===== src/rtl/gemm_tile_scheduler.sv =====
// gemm_tile_scheduler: walks the output tiles of C = A*B, sequencing operand
// SRAM reads, skewed FIFO push/pop into the PE array, drain and tile writeback.
module gemm_tile_scheduler #(
  parameter int OPND1_SRAM_AWIDTH = 10,
  parameter int OPND2_SRAM_AWIDTH = 10,
  parameter int OUT_SRAM_AWIDTH   = 10,
  parameter int PE_ARRAY_NUM_ROWS = 32,
  parameter int PE_ARRAY_NUM_COLS = 32,
  parameter int MAX_M_SIZE_LOG2   = 9,
  parameter int MAX_K_SIZE_LOG2   = 9,
  parameter int MAX_N_SIZE_LOG2   = 9,
  parameter int DRAIN_CYCLES      = 64
) (
  input  logic                             CLK,
  input  logic                             RST,
  input  logic                             START,
  input  logic                             STALL,
  input  logic [MAX_M_SIZE_LOG2-1:0]       M_SIZE_in,
  input  logic [MAX_K_SIZE_LOG2-1:0]       K_SIZE_in,
  input  logic [MAX_N_SIZE_LOG2-1:0]       N_SIZE_in,
  output logic [OPND1_SRAM_AWIDTH-1:0]     OPND1_SRAM_ADDR_out,
  output logic                             OPND1_SRAM_REN_out,
  output logic [OPND2_SRAM_AWIDTH-1:0]     OPND2_SRAM_ADDR_out,
  output logic                             OPND2_SRAM_REN_out,
  output logic [PE_ARRAY_NUM_ROWS-1:0]     OPND1_FIFO_PUSH_out,
  output logic [PE_ARRAY_NUM_ROWS-1:0]     OPND1_FIFO_POP_out,
  output logic [PE_ARRAY_NUM_COLS-1:0]     OPND2_FIFO_PUSH_out,
  output logic [PE_ARRAY_NUM_COLS-1:0]     OPND2_FIFO_POP_out,
  output logic                             PE_CLEAR_out,
  output logic [$clog2(PE_ARRAY_NUM_ROWS)-1:0] PE_ROW_SEL_out,
  output logic [OUT_SRAM_AWIDTH-1:0]       OUT_SRAM_ADDR_out,
  output logic                             OUT_SRAM_WEN_out,
  output logic [PE_ARRAY_NUM_COLS-1:0]     OUT_SRAM_COL_MASK_out,
  output logic                             IS_FINISHED_out
);
  localparam int RW = $clog2(PE_ARRAY_NUM_ROWS);
  localparam logic [31:0] RU    = 32'(PE_ARRAY_NUM_ROWS);
  localparam logic [31:0] CU    = 32'(PE_ARRAY_NUM_COLS);
  localparam logic [31:0] MAXRC = (RU > CU) ? RU : CU;

  typedef enum logic [2:0] {S_IDLE, S_CLEAR, S_STREAM, S_DRAIN, S_WRITE, S_DONE} state_t;

  state_t                       r_state;
  logic [MAX_M_SIZE_LOG2-1:0]   r_m;
  logic [MAX_K_SIZE_LOG2-1:0]   r_k;
  logic [MAX_N_SIZE_LOG2-1:0]   r_n;
  logic [15:0]                  r_mtn, r_ntn, r_mt, r_nt, r_c;
  logic                         r_ren_d;
  logic [OPND1_SRAM_AWIDTH-1:0] r_a1;
  logic [OPND2_SRAM_AWIDTH-1:0] r_a2;
  logic [OUT_SRAM_AWIDTH-1:0]   r_oaddr;

  logic [31:0] w_c32, w_mrem, w_nrem, w_vr, w_vc, w_kend;
  logic        w_stream, w_write, w_ren, w_push, w_zero;
  logic [OPND1_SRAM_AWIDTH-1:0] w_a1;
  logic [OPND2_SRAM_AWIDTH-1:0] w_a2;
  logic [OUT_SRAM_AWIDTH-1:0]   w_oaddr;

  // Tile geometry and beat decode; products stay 32-bit until the port cast.
  assign w_c32    = 32'(r_c);
  assign w_mrem   = 32'(r_m) - 32'(r_mt) * RU;
  assign w_nrem   = 32'(r_n) - 32'(r_nt) * CU;
  assign w_vr     = (w_mrem > RU) ? RU : w_mrem;
  assign w_vc     = (w_nrem > CU) ? CU : w_nrem;
  assign w_kend   = 32'(r_k) + MAXRC;
  assign w_stream = (r_state == S_STREAM);
  assign w_write  = (r_state == S_WRITE);
  assign w_ren    = w_stream && (w_c32 < 32'(r_k)) && !STALL;
  assign w_push   = w_stream && r_ren_d && !STALL;
  assign w_zero   = (M_SIZE_in == '0) || (K_SIZE_in == '0) || (N_SIZE_in == '0);
  assign w_a1     = OPND1_SRAM_AWIDTH'(32'(r_mt) * 32'(r_k) + w_c32);
  assign w_a2     = OPND2_SRAM_AWIDTH'(32'(r_nt) * 32'(r_k) + w_c32);
  assign w_oaddr  = OUT_SRAM_AWIDTH'((32'(r_mt) * 32'(r_ntn) + 32'(r_nt)) * RU + w_c32);

  // Port strobes: decoded from frozen state, all gated off while stalled.
  assign OPND1_SRAM_REN_out  = w_ren;
  assign OPND2_SRAM_REN_out  = w_ren;
  assign OPND1_SRAM_ADDR_out = w_ren ? w_a1 : r_a1;
  assign OPND2_SRAM_ADDR_out = w_ren ? w_a2 : r_a2;
  assign PE_CLEAR_out        = (r_state == S_CLEAR) && !STALL;
  assign OUT_SRAM_WEN_out    = w_write && !STALL;
  assign OUT_SRAM_ADDR_out   = OUT_SRAM_WEN_out ? w_oaddr : r_oaddr;
  assign PE_ROW_SEL_out      = w_write ? r_c[RW-1:0] : '0;
  assign IS_FINISHED_out     = (r_state == S_DONE);

  // Row lanes: lane i pops one beat later than lane i-1 to form the wavefront.
  for (genvar i = 0; i < PE_ARRAY_NUM_ROWS; i++) begin : g_row
    assign OPND1_FIFO_PUSH_out[i] = w_push && (32'(i) < w_vr);
    assign OPND1_FIFO_POP_out[i]  = w_stream && !STALL && (32'(i) < w_vr) &&
                                    (w_c32 >= 32'(i) + 32'd2) &&
                                    (w_c32 <= 32'(r_k) + 32'(i) + 32'd1);
  end

  // Column lanes: same skew; the column mask follows the tile's valid width.
  for (genvar j = 0; j < PE_ARRAY_NUM_COLS; j++) begin : g_col
    assign OPND2_FIFO_PUSH_out[j]   = w_push && (32'(j) < w_vc);
    assign OPND2_FIFO_POP_out[j]    = w_stream && !STALL && (32'(j) < w_vc) &&
                                      (w_c32 >= 32'(j) + 32'd2) &&
                                      (w_c32 <= 32'(r_k) + 32'(j) + 32'd1);
    assign OUT_SRAM_COL_MASK_out[j] = OUT_SRAM_WEN_out && (32'(j) < w_vc);
  end

  // Sequencer: one step per unstalled beat; IDLE/DONE only watch START.
  always_ff @(posedge CLK) begin
    if (RST) begin
      r_state <= S_IDLE;
      r_m     <= '0;
      r_k     <= '0;
      r_n     <= '0;
      r_mtn   <= '0;
      r_ntn   <= '0;
      r_mt    <= '0;
      r_nt    <= '0;
      r_c     <= '0;
      r_ren_d <= 1'b0;
      r_a1    <= '0;
      r_a2    <= '0;
      r_oaddr <= '0;
    end else begin
      if (w_ren) begin
        r_a1 <= w_a1;
        r_a2 <= w_a2;
      end
      if (OUT_SRAM_WEN_out) r_oaddr <= w_oaddr;
      case (r_state)
        S_IDLE, S_DONE: begin
          if (START) begin
            r_m     <= M_SIZE_in;
            r_k     <= K_SIZE_in;
            r_n     <= N_SIZE_in;
            r_mtn   <= 16'((32'(M_SIZE_in) + RU - 32'd1) / RU);
            r_ntn   <= 16'((32'(N_SIZE_in) + CU - 32'd1) / CU);
            r_mt    <= '0;
            r_nt    <= '0;
            r_c     <= '0;
            r_ren_d <= 1'b0;
            r_state <= w_zero ? S_DONE : S_CLEAR;
          end
        end
        S_CLEAR: begin
          if (!STALL) begin
            r_c     <= '0;
            r_ren_d <= 1'b0;
            r_state <= S_STREAM;
          end
        end
        S_STREAM: begin
          if (!STALL) begin
            r_ren_d <= (w_c32 < 32'(r_k));
            if (w_c32 == w_kend) begin
              r_c     <= '0;
              r_state <= S_DRAIN;
            end else begin
              r_c <= r_c + 16'd1;
            end
          end
        end
        S_DRAIN: begin
          if (!STALL) begin
            if (w_c32 == 32'(DRAIN_CYCLES - 1)) begin
              r_c     <= '0;
              r_state <= S_WRITE;
            end else begin
              r_c <= r_c + 16'd1;
            end
          end
        end
        S_WRITE: begin
          if (!STALL) begin
            if (w_c32 == w_vr - 32'd1) begin
              r_c <= '0;
              if (r_nt + 16'd1 < r_ntn) begin
                r_nt    <= r_nt + 16'd1;
                r_state <= S_CLEAR;
              end else if (r_mt + 16'd1 < r_mtn) begin
                r_nt    <= '0;
                r_mt    <= r_mt + 16'd1;
                r_state <= S_CLEAR;
              end else begin
                r_state <= S_DONE;
              end
            end else begin
              r_c <= r_c + 16'd1;
            end
          end
        end
        default: r_state <= S_IDLE;
      endcase
    end
  end
endmodule


===== config.mk =====
export PLATFORM = sky130hd
export DESIGN_NAME = gemm_tile_scheduler
export DESIGN_NICKNAME = d
export VERILOG_FILES = /design/src/rtl/gemm_tile_scheduler.sv
export SDC_FILE = /design/constraint.sdc
export NUM_CORES = 1
export LEC_CHECK = 0
export BUFFER_PORTS_ARGS = -buffer_cell sky130_fd_sc_hd__buf_2
export CORE_ASPECT_RATIO = 1.75
export CORE_MARGIN = 1.5
export CORE_UTILIZATION = 40
export CTS_BUF_LIST = sky130_fd_sc_hd__clkbuf_8 sky130_fd_sc_hd__clkbuf_16
export CTS_CLUSTER_SIZE = 20
export DETAILED_ROUTE_END_ITERATION = 8
export PLACE_DENSITY = 0.64
export SYNTH_ARGS = -nofsm -noshare
export SYNTH_HDL_FRONTEND = slang
export SYNTH_SLANG_ARGS = --single-unit

===== constraint.sdc =====
create_clock -name CLK -period 7.1 [get_ports CLK]
set_input_delay 1.42 -clock CLK [delete_from_list [all_inputs] [get_ports CLK]]
set_output_delay 1.42 -clock CLK [all_outputs]
set_load 0.05 [all_outputs]

## Yosys cells after proc, flatten, opt, wreduce, memory -nomap -nowiden

Cells that the tools add are included.

- Flip-flop bits (word level): 141
- Output and inout port bits: 200
- Logic and storage cells: 598

- Add/sub/neg operators: 77
- Multipliers: 3
- $lt $le $gt $ge: 133
- Equal/unequal tests: 19
- Muxes and demuxes: 41
- Reduce and logical (&&, ||, !) cells: 312

Operator list:

| kind | count |
|---|---|
| $lt 5x32->1 const A | 32 |
| $lt 4x32->1 const A | 16 |
| $le 16x11->1 | 30 |
| $add 10x1->11 const B | 30 |
| $logic_and 1x1->1 | 295 |
| $ge 16x5->1 const B | 16 |
| $lt 3x32->1 const A | 8 |
| $mux 16 | 16 |
| $add 9x5->10 const B | 16 |
| $ge 16x4->1 const B | 8 |
| $lt 1x32->1 const A | 4 |
| $lt 2x32->1 const A | 4 |
| $add 9x4->10 const B | 8 |
| $pmux 16 s5 | 1 |
| $ge 16x3->1 const B | 4 |
| $gt 32x6->1 const B | 2 |
| $mux 32 | 2 |
| $pmux 16 s2 | 2 |
| $add 16x1->16 const B | 3 |
| $sub 9x21->22 | 2 |
| $add 9x3->10 const B | 4 |
| $mux 3 | 11 |
| $add 32x1->32 const B | 1 |
| $eq 16x32->1 | 1 |
| 41 further kinds | 69 |

## Logic depth before layout (Yosys ltp)

Gate-level depths: netlist (run 1).

- Word-level depth: 8
- Gate-level depth with buffers: 21
- Mapped depth without buffers: 19

## Worst setup path after synthesis (run 1)

OpenSTA, ideal clock, no wires.

- Kind: register to output
- Start: register r_k[6]
- End: output port OPND1_SRAM_ADDR_out[9]
- Arrival time: 5.186 ns
- Required time: 5.680 ns
- Setup slack: 0.494 ns
- Stages on the path, launching flop included: 20
- Buffers on the path: 3
- Cell sequence: dfxtp_1 > clkbuf_1 > inv_1 > clkbuf_1 > buf_1 > nor2_1 > fa_1 > fa_1 > fa_1 > inv_1 > fa_1 > inv_1 > fa_1 > xnor2_1 > xnor2_1 > xnor2_1 > xnor2_1 > xnor2_1 > xnor2_1 > mux2_2

- Word-level cells in the longest chain between the ends: 4

Ends and longest elaborated chain:

| what | line | source |
|---|---|---|
| start: declaration | 45 | `logic [MAX_K_SIZE_LOG2-1:0] r_k;` |
| start signal: assignment | 129 | `r_k <= K_SIZE_in;` |
| branches (longest 3 deep; another with $mul 16x9->10) | - |  |
| $mux 10 (*) | - |  |
| end: declaration | 21 | `output logic [OPND1_SRAM_AWIDTH-1:0] OPND1_SRAM_ADDR_out,` |

Mark *: on every way between the ends.

## Final worst setup path (run 1)

- Start: register r_k[1]
- End: output port OPND2_SRAM_ADDR_out[8]

- Word-level cells in the longest chain between the ends: 4

Ends and longest elaborated chain:

| what | line | source |
|---|---|---|
| branches (longest 3 deep; another with $mul 16x9->10) | - |  |
| $mux 10 (*) | - |  |
| end: declaration | 23 | `output logic [OPND2_SRAM_AWIDTH-1:0] OPND2_SRAM_ADDR_out,` |

Marks and branches as above.

==> impl_metrics.tcl, run 1 <==
set metrics [dict create \
    die_y_um 304.4 \
    routed_wirelength_um 88230 \
    grt_pass1_wl_um 132000 \
    post-route-min-period_ns 6.933 \
    slew_viol_final 0 \
    synth_area_leaders "ha_1, dfxtp_1, xnor2_1" \
    cts_hold_buf 0 \
    cp-start-kind "flip-flop" \
    p_per_area_nw_per_um2 268.3 \
    synth_edf_count 0 \
    core-area_um2 51340 \
    htreeDepth 4 \
    track_usage_pct 32.66 \
    endpoint "OPND2_SRAM_ADDR_out[8]" \
    first_pass_iters 6 \
    synth_flop_cell "dfxtp_1" \
    gp_congestion 1.025 \
    start_util_pct 40.44 \
    port_buffers 230 \
    max_slew_margin_pct 22.52 \
    end_kind "output port" \
    synthAdderAreaFrac_pct 27.23 \
    synth_warnings 0 \
    synth_top_area_share_pct 20.67 \
    critPathArrivalTime_ns 5.51 \
    hold_viol_final 0 \
    path_class "flip-flop to output port" \
    syn_inst 2794 \
    synthSimpleGateAreaFrac_pct 23.62 \
    clock-sinks 119 \
    clk_latency_ns 0.44 \
    routed_via_density 5.972 \
    worst_ep_required_time_ns 5.68 \
    antenna_found_initial 2 \
    postRouteAntennaNets 0 \
    fin_nets 3403 \
    seq_area_frac_synth_pct 11.48 \
    vdd_drop_max_mv 0.2139 \
    setup_viol 0 \
    ys_top_cells_by_count "nand2_1, ha_1, nor2_1, xnor2_1, a21oi_1" \
    holdCritPathClass "flip-flop to flip-flop" \
    p_leak_nw 11.59 \
    clockBufferDepth 2 \
    fillers 5181 \
    startpoint "r_k[1]" \
    grt_setup_unrepaired "no" \
    cts.reportedPaths.clkPinSlew_ns 0.07 \
    period_share_pct 97.65 \
    die_w_um 175.2 \
    yosys.area.top_type "ha_1" \
    synthXorXnorAreaFrac_pct 10.58 \
    tns_ns 0 \
    fmax_ghz 0.1442 \
    timing.rr.end "r_mt[4]" \
    rows 110 \
    ys_ff_latch 119 \
    area_delta_synth_final_pct 12.66 \
    reg2reg_from "r_mt[0]" \
    die-area_um2 53330 \
    detail_route.wl_per_cell_um 24.21 \
    finalClockSkew_ns 0.01455 \
    cts_tree "done" \
    layout-drive-gt1-share_pct 13.66 \
    rr_worst_depth 17 \
    synth_top_family_by_area "adder cells" \
    postPlaceCellArea_um2 22740 \
    status "completed" \
    cts_resized 0 \
    grt_overflow 0 \
    avgSynthCellArea_um2 7.430 \
    ios 231 \
    diodes 0 \
    grt_max_degree 82 \
    cts_setup_buffers 0 \
    reg2reg_slack_ns 1.52 \
    hpwl_um 67530 \
    drt-initial-drc-count 1606 \
    synth_compound_area_share_pct 19.53 \
    synthArstFlopShare_pct 0 \
    drc_errors 0 \
    final_area_um2 23390 \
    cts_buffers 17 \
    synthMuxAreaShare_pct 1.272 \
    multi_input_area_um2 17090 \
    drv_cap 0 \
    grt_pass1_vias 22126 \
    vias 21769 \
    root_buffer "clkbuf_16" \
    tightest_slew_ns 1.152 \
    regArea_um2 2395 \
    critPathMaxFanout 17 \
    synth_cell_types 84 \
    post-synth-top-count-cell "nand2_1" \
    synth_area_um2 20760 \
]
## worst max-delay path, cell delays in order (launching register included)
cell	delay, ns
dfxtp_1	0.76
buf_4	0.30
nand2_1	0.09
fa_1	0.41
inv_1	0.08
fa_1	0.41
inv_1	0.08
fa_1	0.44
fa_1	0.56
inv_1	0.06
fa_1	0.46
ha_1	0.37
a21oi_1	0.18
o21ai_0	0.12
xor2_1	0.27
mux2_2	0.22
buf_2	0.25
## layout make-up
| class | count | area share, % |
|---|---|---|
| inverter | 184 | 2.953 |
| clock inverter | 12 | 0.8078 |
| timing repair buffer | 302 | 7.415 |
| sequential | 119 | 10.24 |
| tap | 672 | 3.595 |
| clock buffer | 19 | 1.937 |
| multi-input combinational | 2337 | 73.05 |
## placed cells by master (no fill, tap or decap), types with 6 or more instances in the layout
master,netlist,layout
nand2_1,353,352
ha_1,343,343
nor2_1,239,237
buf_2,6,228
xnor2_1,225,225
a21oi_1,209,209
inv_1,180,180
dfxtp_1,119,109
o21ai_0,103,102
a21o_1,81,81
buf_4,2,71
nand3_1,68,68
fa_1,68,68
nor3_1,61,61
nor2b_1,58,58
and2_1,58,58
nand4_1,48,48
o21a_1,43,43
nand2b_1,31,31
a211oi_1,26,26
and3_1,25,25
xor2_1,24,24
nor4_1,22,22
a31oi_1,21,21
mux2_2,19,19
clkbuf_16,0,17
o31ai_1,14,14
a22o_1,14,14
or2_2,13,13
a211o_1,12,12
a21boi_0,11,11
o21bai_1,11,11
dfxtp_2,0,10
or3_1,9,9
a221oi_1,9,9
and2_4,9,9
or4_1,8,8
a2111o_1,6,6
o32ai_1,6,6
o211ai_1,6,6
## stage by stage
stage | std cells | setup slack, ns | total power, mW | utilization [%] | hold WS, ns
global placement | 3614 | 0.6934 | 5.091 | 44.30 | 0.4489
finish | 3645 | 0.1671 | 6.275 | 45.56 | 0.4659
detailed placement | 3614 | 0.6701 | 5.176 | 44.30 | 0.4565
CTS | 3645 | 0.2042 | 6.162 | 45.55 | 0.4672
global route | 3645 | 0.01056 | 6.650 | 45.56 | 0.4840
floorplan | 2795 | 0.4944 | 3.924 | - | 0.4286
## where the power goes
part	total, mW	switching (mW)	internal (mW)
combinational	4.40	2.99	1.41
sequential	0.907	0.159	0.748
clock	0.970	0.360	0.610
## routing by layer
layer  up-vias  wire length, µm  global-route usage [%]
li1       9975                -                       -
met1     10468            30550                   33.54
met2       963            43690                   57.34
met3       359             5186                   4.235
met4         4             8780                   29.52
met5         -               24                       0
## cell families after synthesis
group	Yosys count
buffers and inverters	339
AOI/OAI and AO/OA	625
other	1
and+or+nand+nor	1025
xor gates and xnor gates	250
adders and majority gates	411
muxes	24
DFF	119
## flip-flops by register name, summed over array words and instances (netlist names)
register,count
r_n,9
r_state,3
r_m,9
r_mtn,5
r_ren_d,1
r_oaddr,10
r_a1,10
r_a2,10
r_mt,16
r_nt,16
r_ntn,5
r_k,9
r_c,16
## worst min path at each step
stage / startpoint / to / cells after the start
floorplan: r_mtn[0] / r_mtn[0] / 2
global placement: r_n[5] / r_n[5] / 2
detailed placement: r_n[7] / r_n[7] / 2
CTS: r_n[7] / r_n[7] / 2
global route: r_n[7] / r_n[7] / 2
finish: r_n[5] / r_n[5] / 2
Note: power is estimated with default switching activity, not from simulation.
==> inputs of run 2 (changes only) <==
- ABC_AREA: unset -> 1
- CELL_PAD_IN_SITES_DETAIL_PLACEMENT: unset -> 1
- CELL_PAD_IN_SITES_GLOBAL_PLACEMENT: unset -> 1
- PLACE_DENSITY: 0.64 -> 0.83
==> impl_metrics.tcl, run 2 <==
set metrics [dict create \
    die_y_um 305.5 \
    dp_slack_ns 0.4633 \
    status "finished with violations" \
    fmax_ghz 0.1424 \
    holdCritPathClass "flip-flop to flip-flop" \
    grt_max_degree 74 \
    core-area_um2 51610 \
    grt_pass1_vias 24673 \
    ys_top_cells_by_count "nand2_1, inv_1, ha_1, nor2_1, a21oi_1" \
    gp_congestion 1.031 \
    htreeDepth 4 \
    clockBufferDepth 2 \
    ios 231 \
    drt-initial-drc-count 1552 \
    fillers 6982 \
    detail_route.wl_per_cell_um 23.44 \
    cts.reportedPaths.clkPinSlew_ns 0.07 \
    die-area_um2 53730 \
    period_share_pct 98.88 \
    avgSynthCellArea_um2 6.533 \
    path_cells "buf_6 -> inv_2 -> buf_4 -> ha_1 -> inv_1 -> o21ai_0 -> nand2_1 -> xor2_1 -> ha_1 -> nand2_1 -> nor2_1 -> a21oi_1 -> o21ai_0 -> a211oi_1 -> nand2_1 -> inv_1 -> buf_2" \
    slew_viol_final 0 \
    fin_nets 3868 \
    cpMostUsedCell "nand2_1" \
    drv_cap 1 \
    root_buffer "clkbuf_16" \
    hpwl_um 75340 \
    drc_errors 0 \
    cts_buffers 17 \
    vias 23731 \
    clk_latency_ns 0.46 \
    grt_pass1_wl_um 143400 \
    p_per_area_nw_per_um2 276.0 \
    max_stage_delay_ns 1.12 \
    clock-sinks 119 \
    slowest_stage "o21ai_0" \
    vdd_drop_max_mv 0.2469 \
    hold_viol_final 0 \
    port_buffers 230 \
    synth_area_um2 20920 \
    seq_area_frac_synth_pct 11.39 \
    antenna_found_initial 1 \
    area_delta_synth_final_pct 13.69 \
    start_util_pct 40.53 \
    end_kind "output port" \
    layout_commonest_cell "nand2_1" \
    cts_tree "done" \
    final_cell_mix "nand2_1, inv_1, ha_1" \
    die_w_um 175.9 \
    synth_edf_count 0 \
    routed_via_density 5.771 \
    postRouteAntennaNets 0 \
    cts_hold_buf 0 \
    setup_viol 0 \
    post-route-min-period_ns 7.020 \
    yosys.area.top_type "ha_1" \
    violations "max-capacitance violations" \
    synth_flop_cell "dfxtp_1" \
    critPathMaxFanout 13 \
    routed_wirelength_um 96370 \
    rows 110 \
    grt_overflow 0 \
    tns_ns 0 \
    first_pass_iters 5 \
    top_regs "r_c: 16 flops, r_mt: 16 flops, r_nt: 16 flops" \
    post-synth-top-count-cell "nand2_1" \
    synth_warnings 0 \
    fin_total_pwr_mw 6.563 \
    worst_ep_required_time_ns 5.68 \
    synth_area_leaders "ha_1, nand2_1, dfxtp_1" \
    fin_ws_ns 0.07963 \
    layout-drive-gt1-share_pct 12.42 \
    finalClockSkew_ns 0.01770 \
    cp-start-kind "flip-flop" \
    track_usage_pct 35.47 \
    critPathArrivalTime_ns 5.60 \
    tightest_slew_ns 1.463 \
    synth_cell_types 57 \
    synthArstFlopShare_pct 0 \
    syn_inst 3202 \
    p_leak_nw 13.20 \
    synth_top_area_share_pct 20.52 \
    ys_ff_latch 119 \
    path_class "flip-flop to output port" \
    max_slew_margin_pct 1.436 \
]
## run 2: cell types whose count changed after synthesis, moves of 61 or more
cell	before	now
nand2_1	353	650
a21o_1	81	5
xor2_1	24	180
o21ai_0	103	164
xnor2_1	225	39
nor2_1	239	331
a21oi_1	209	278
inv_1	180	470
## run 2: logic make-up (layout without fill, tap and decap cells)
kind of cell / after synthesis / after routing / share of synthesized area [%]
xor+xnor: 219 / 219 / 9.169
compound gates: 568 / 568 / 15.35
buf+inv: 608 / 844 / 11.16
other cells: 1 / 3 / 0.01793
fa+ha+maj: 411 / 411 / 27.02
flops: 119 / 119 / 11.39
simple gates: 1276 / 1276 / 25.89
## run 2: final timing paths
path                                from  depth (start not counted)  slack (ns)                     end
worst max-delay path              r_k[4]                         17        0.08  OPND1_FIFO_POP_out[27]
worst max register to register    r_k[2]                         18        2.01                 r_a1[9]
worst min-delay path            r_nt[10]                          2        0.47                r_nt[10]
worst min register to register  r_nt[10]                          2        0.47                r_nt[10]
## run 2: critical path: cells and delay by family (launching register included)
family	cells	cell delay, ns
flip-flops	1	0.46
buffers and inverters	6	1.32
AO/OA/AOI/OAI	4	2.07
adder cells (fa/ha/maj)	2	0.55
AND/OR/NAND/NOR	4	0.53
XOR/XNOR	1	0.17
## run 2: metrics by stage
step / std cells / utilization (%) / area (µm²) / hold WS (ns)
after floorplan: 3203 / - / 20920 / 0.4300
after global placement: 4073 / 44.74 / 23090 / 0.4472
after detailed placement: 4073 / 44.74 / 23090 / 0.4558
after CTS: 4105 / 45.84 / 23660 / 0.4667
after global routing: 4111 / 46.07 / 23780 / 0.4854
final: 4112 / 46.08 / 23780 / 0.4688
## run 2: power by group
group          switching, mW  leakage (nW)  internal [mW]
registers              0.193         0.977          0.778
logic                   3.27          12.0           1.47
clock network          0.378         0.269          0.466
total                   3.85          13.2           2.72
## run 2: layout make-up
type	instances	area (µm²)	share of cell area [%]
Antenna cell	1	2.502	0.01052
Clock buffer	19	452.9	1.905
Clock inverter	13	96.34	0.4051
Inverter	489	1836	7.718
Multi-Input combinational cell	2476	16260	68.35
Sequential cell	119	2414	10.15
Tap cell	672	840.8	3.536
Timing Repair Buffer	323	1884	7.923
## run 2: what timing repair did
action	in CTS	in global routing
buffers inserted	0	6
resized for setup	7	21
pin swaps	0	1
setup endpoints to repair	1	4
endpoints found under the hold margin	0	0
## run 2: routing by layer
| layer | vias up | global-route usage, % | share of wire [%] |
|---|---|---|---|
| li1 | 10903 | - | - |
| met4 | 0 | 30.67 | 9.8 |
| met3 | 400 | 4.639 | 5.0 |
| met1 | 11584 | 35.81 | 35 |
| met2 | 844 | 63.59 | 50 |
| met5 | - | 0 | 0 |
==> inputs of run 3 (changes only) <==
--- a/config.mk
+++ b/config.mk
@@ -17,3 +17,3 @@
 export DETAILED_ROUTE_END_ITERATION = 8
-export PLACE_DENSITY = 0.83
+export PLACE_DENSITY = 0.86
 export SYNTH_ARGS = -nofsm -noshare
==> constraint.sdc (replaced) <==
create_clock -name CLK -period 5.6 [get_ports CLK]
set_input_delay 0 -clock CLK [delete_from_list [all_inputs] [get_ports CLK]]
set_output_delay 0 -clock CLK [all_outputs]
set_load 0.05 [all_outputs]
==> impl_metrics.tcl, run 3 (synthesized netlist as in run 2, its figures left out) <==
set metrics [dict create \
    status "completed" \
    fin_nets 3900 \
    port_buffers 230 \
    hpwl_um 77370 \
    cts_tree "done" \
    first_pass_iters 5 \
    die-area_um2 53730 \
    vias 24594 \
    max_stage_delay_ns 0.60 \
    track_usage_pct 37.35 \
    grt_overflow 0 \
    critPathArrivalTime_ns 5.53 \
    vdd_drop_max_mv 0.2465 \
    cts.reportedPaths.clkPinSlew_ns 0.07 \
    max_slew_margin_pct 33.52 \
    top_regs "r_c: 16 flops, r_mt: 16 flops, r_nt: 16 flops" \
    worst_ep_required_time_ns 5.60 \
    root_buffer "clkbuf_16" \
    fillers 6976 \
    drv_cap 0 \
    slew_viol_final 0 \
    fin_ws_ns 0.06870 \
    die_w_um 175.9 \
    start_util_pct 40.53 \
    period_share_pct 98.77 \
    gp_congestion 1.015 \
    core-area_um2 51610 \
    p_per_area_nw_per_um2 356.6 \
    rows 110 \
    routed_wirelength_um 102800 \
    cpMostUsedCell "fa_1" \
    clock-sinks 119 \
    die_y_um 305.5 \
    path_buf_inv 5 \
    finalClockSkew_ns 0.01474 \
    hold_viol_final 0 \
    dp_slack_ns 0.2327 \
    postRouteAntennaNets 0 \
    clk_latency_ns 0.46 \
    layout_commonest_cell "nand2_1" \
    drt-initial-drc-count 1656 \
    path_cells "buf_4 -> nand2_1 -> inv_1 -> fa_1 -> fa_1 -> fa_1 -> inv_1 -> fa_1 -> inv_1 -> fa_1 -> xnor2_1 -> xor2_1 -> xnor2_1 -> or2_2 -> nand3_2 -> nand2_1 -> clkbuf_4" \
    drc_errors 0 \
    p_leak_nw 13.36 \
    grt_setup_unrepaired "yes" \
    area_delta_synth_final_pct 15.32 \
    grt_max_degree 51 \
    slowest_stage "fa_1" \
    final_cell_mix "nand2_1, inv_1, ha_1" \
    critPathTopFamily "adder cells" \
    htreeDepth 4 \
    tns_ns 0 \
    path_class "flip-flop to output port" \
    critPathMaxFanout 10 \
    grt_pass1_wl_um 150800 \
    holdCritPathClass "input port to flip-flop" \
    fmax_ghz 0.1808 \
    ios 231 \
    routed_via_density 5.935 \
    antenna_found_initial 2 \
    layout-drive-gt1-share_pct 12.65 \
    setup_viol 0 \
    cp-start-kind "flip-flop" \
    end_kind "output port" \
    detail_route.wl_per_cell_um 24.81 \
    holdWs_ns 0.04116 \
    post-route-min-period_ns 5.531 \
    cts_buffers 17 \
    clockBufferDepth 2 \
    grt_pass1_vias 25660 \
    tightest_slew_ns 0.9868 \
]
[run 3: routing by layer]
metal | global-route usage, % | part of all wire, %
met5 | 0 | 0.029
met4 | 34.78 | 11
met3 | 6.057 | 6.0
met2 | 65.13 | 49
met1 | 37.54 | 34
[run 3: path summary, 6_finish.rpt]
check | start | endpoint | slack (ns) | cells past startpoint
worst max register to register | r_mt[2] | r_a1[9] | 0.59 | 16
worst min register to register | r_nt[10] | r_nt[10] | 0.46 | 2
worst min-delay path | K_SIZE_in[8] | r_k[8] | 0.04 | 3
worst max-delay path | r_mt[2] | OPND1_SRAM_ADDR_out[9] | 0.07 | 17
[run 3: area by class of cell]
class	instances	area [µm²]	share of cell area, %
tap	672	840.8	3.485
clock inverter	15	140.1	0.5809
clock buffer	17	425.4	1.763
inverter	489	1836	7.609
multi-input combinational	2476	16260	67.41
sequential	119	2425	10.05
antenna	1	2.502	0.01037
timing repair buffer	355	2192	9.087
[run 3: stage by stage]
| step | power, mW | instance area (µm²) | instances | utilization, % |
|---|---|---|---|---|
| 3_3_place_gp | 6.863 | 23140 | 4079 | 44.83 |
| 3_5_place_dp | 7.108 | 23140 | 4079 | 44.83 |
| 6_report | 8.604 | 24120 | 4144 | 46.74 |
| 5_1_grt | 9.165 | 24120 | 4143 | 46.74 |
| 4_1_cts | 8.350 | 24010 | 4139 | 46.51 |
| 2_1_floorplan | 5.174 | 20920 | 3203 | - |
[run 3: worst reg2reg max path, stage by stage, from the launching register on]
cell	delay, ns
dfxtp_1	0.47
buf_4	0.26
nand2_1	0.07
inv_1	0.07
fa_1	0.44
fa_1	0.57
fa_1	0.60
inv_1	0.08
fa_1	0.57
inv_1	0.07
fa_1	0.40
xnor2_1	0.33
xor2_1	0.33
xnor2_1	0.14
or2_2	0.31
nand3_2	0.10
a21oi_1	0.07
[run 3: report_power, final]
part | switching (mW) | internal (mW)
clock network | 0.486 | 0.650
registers | 0.250 | 0.989
logic | 4.32 | 1.91
total | 5.06 | 3.55
[run 3: timing repair]
| item | 4_1_cts | 5_1_grt |
|---|---|---|
| cloned | 0 | 1 |
| pin swaps | 0 | 1 |
| endpoints found under the hold margin | 30 | 0 |
| buffers inserted | 3 | 2 |
| endpoints found under the setup margin | 4 | 4 |
| hold buffers | 25 | 0 |
| resized for setup | 15 | 20 |
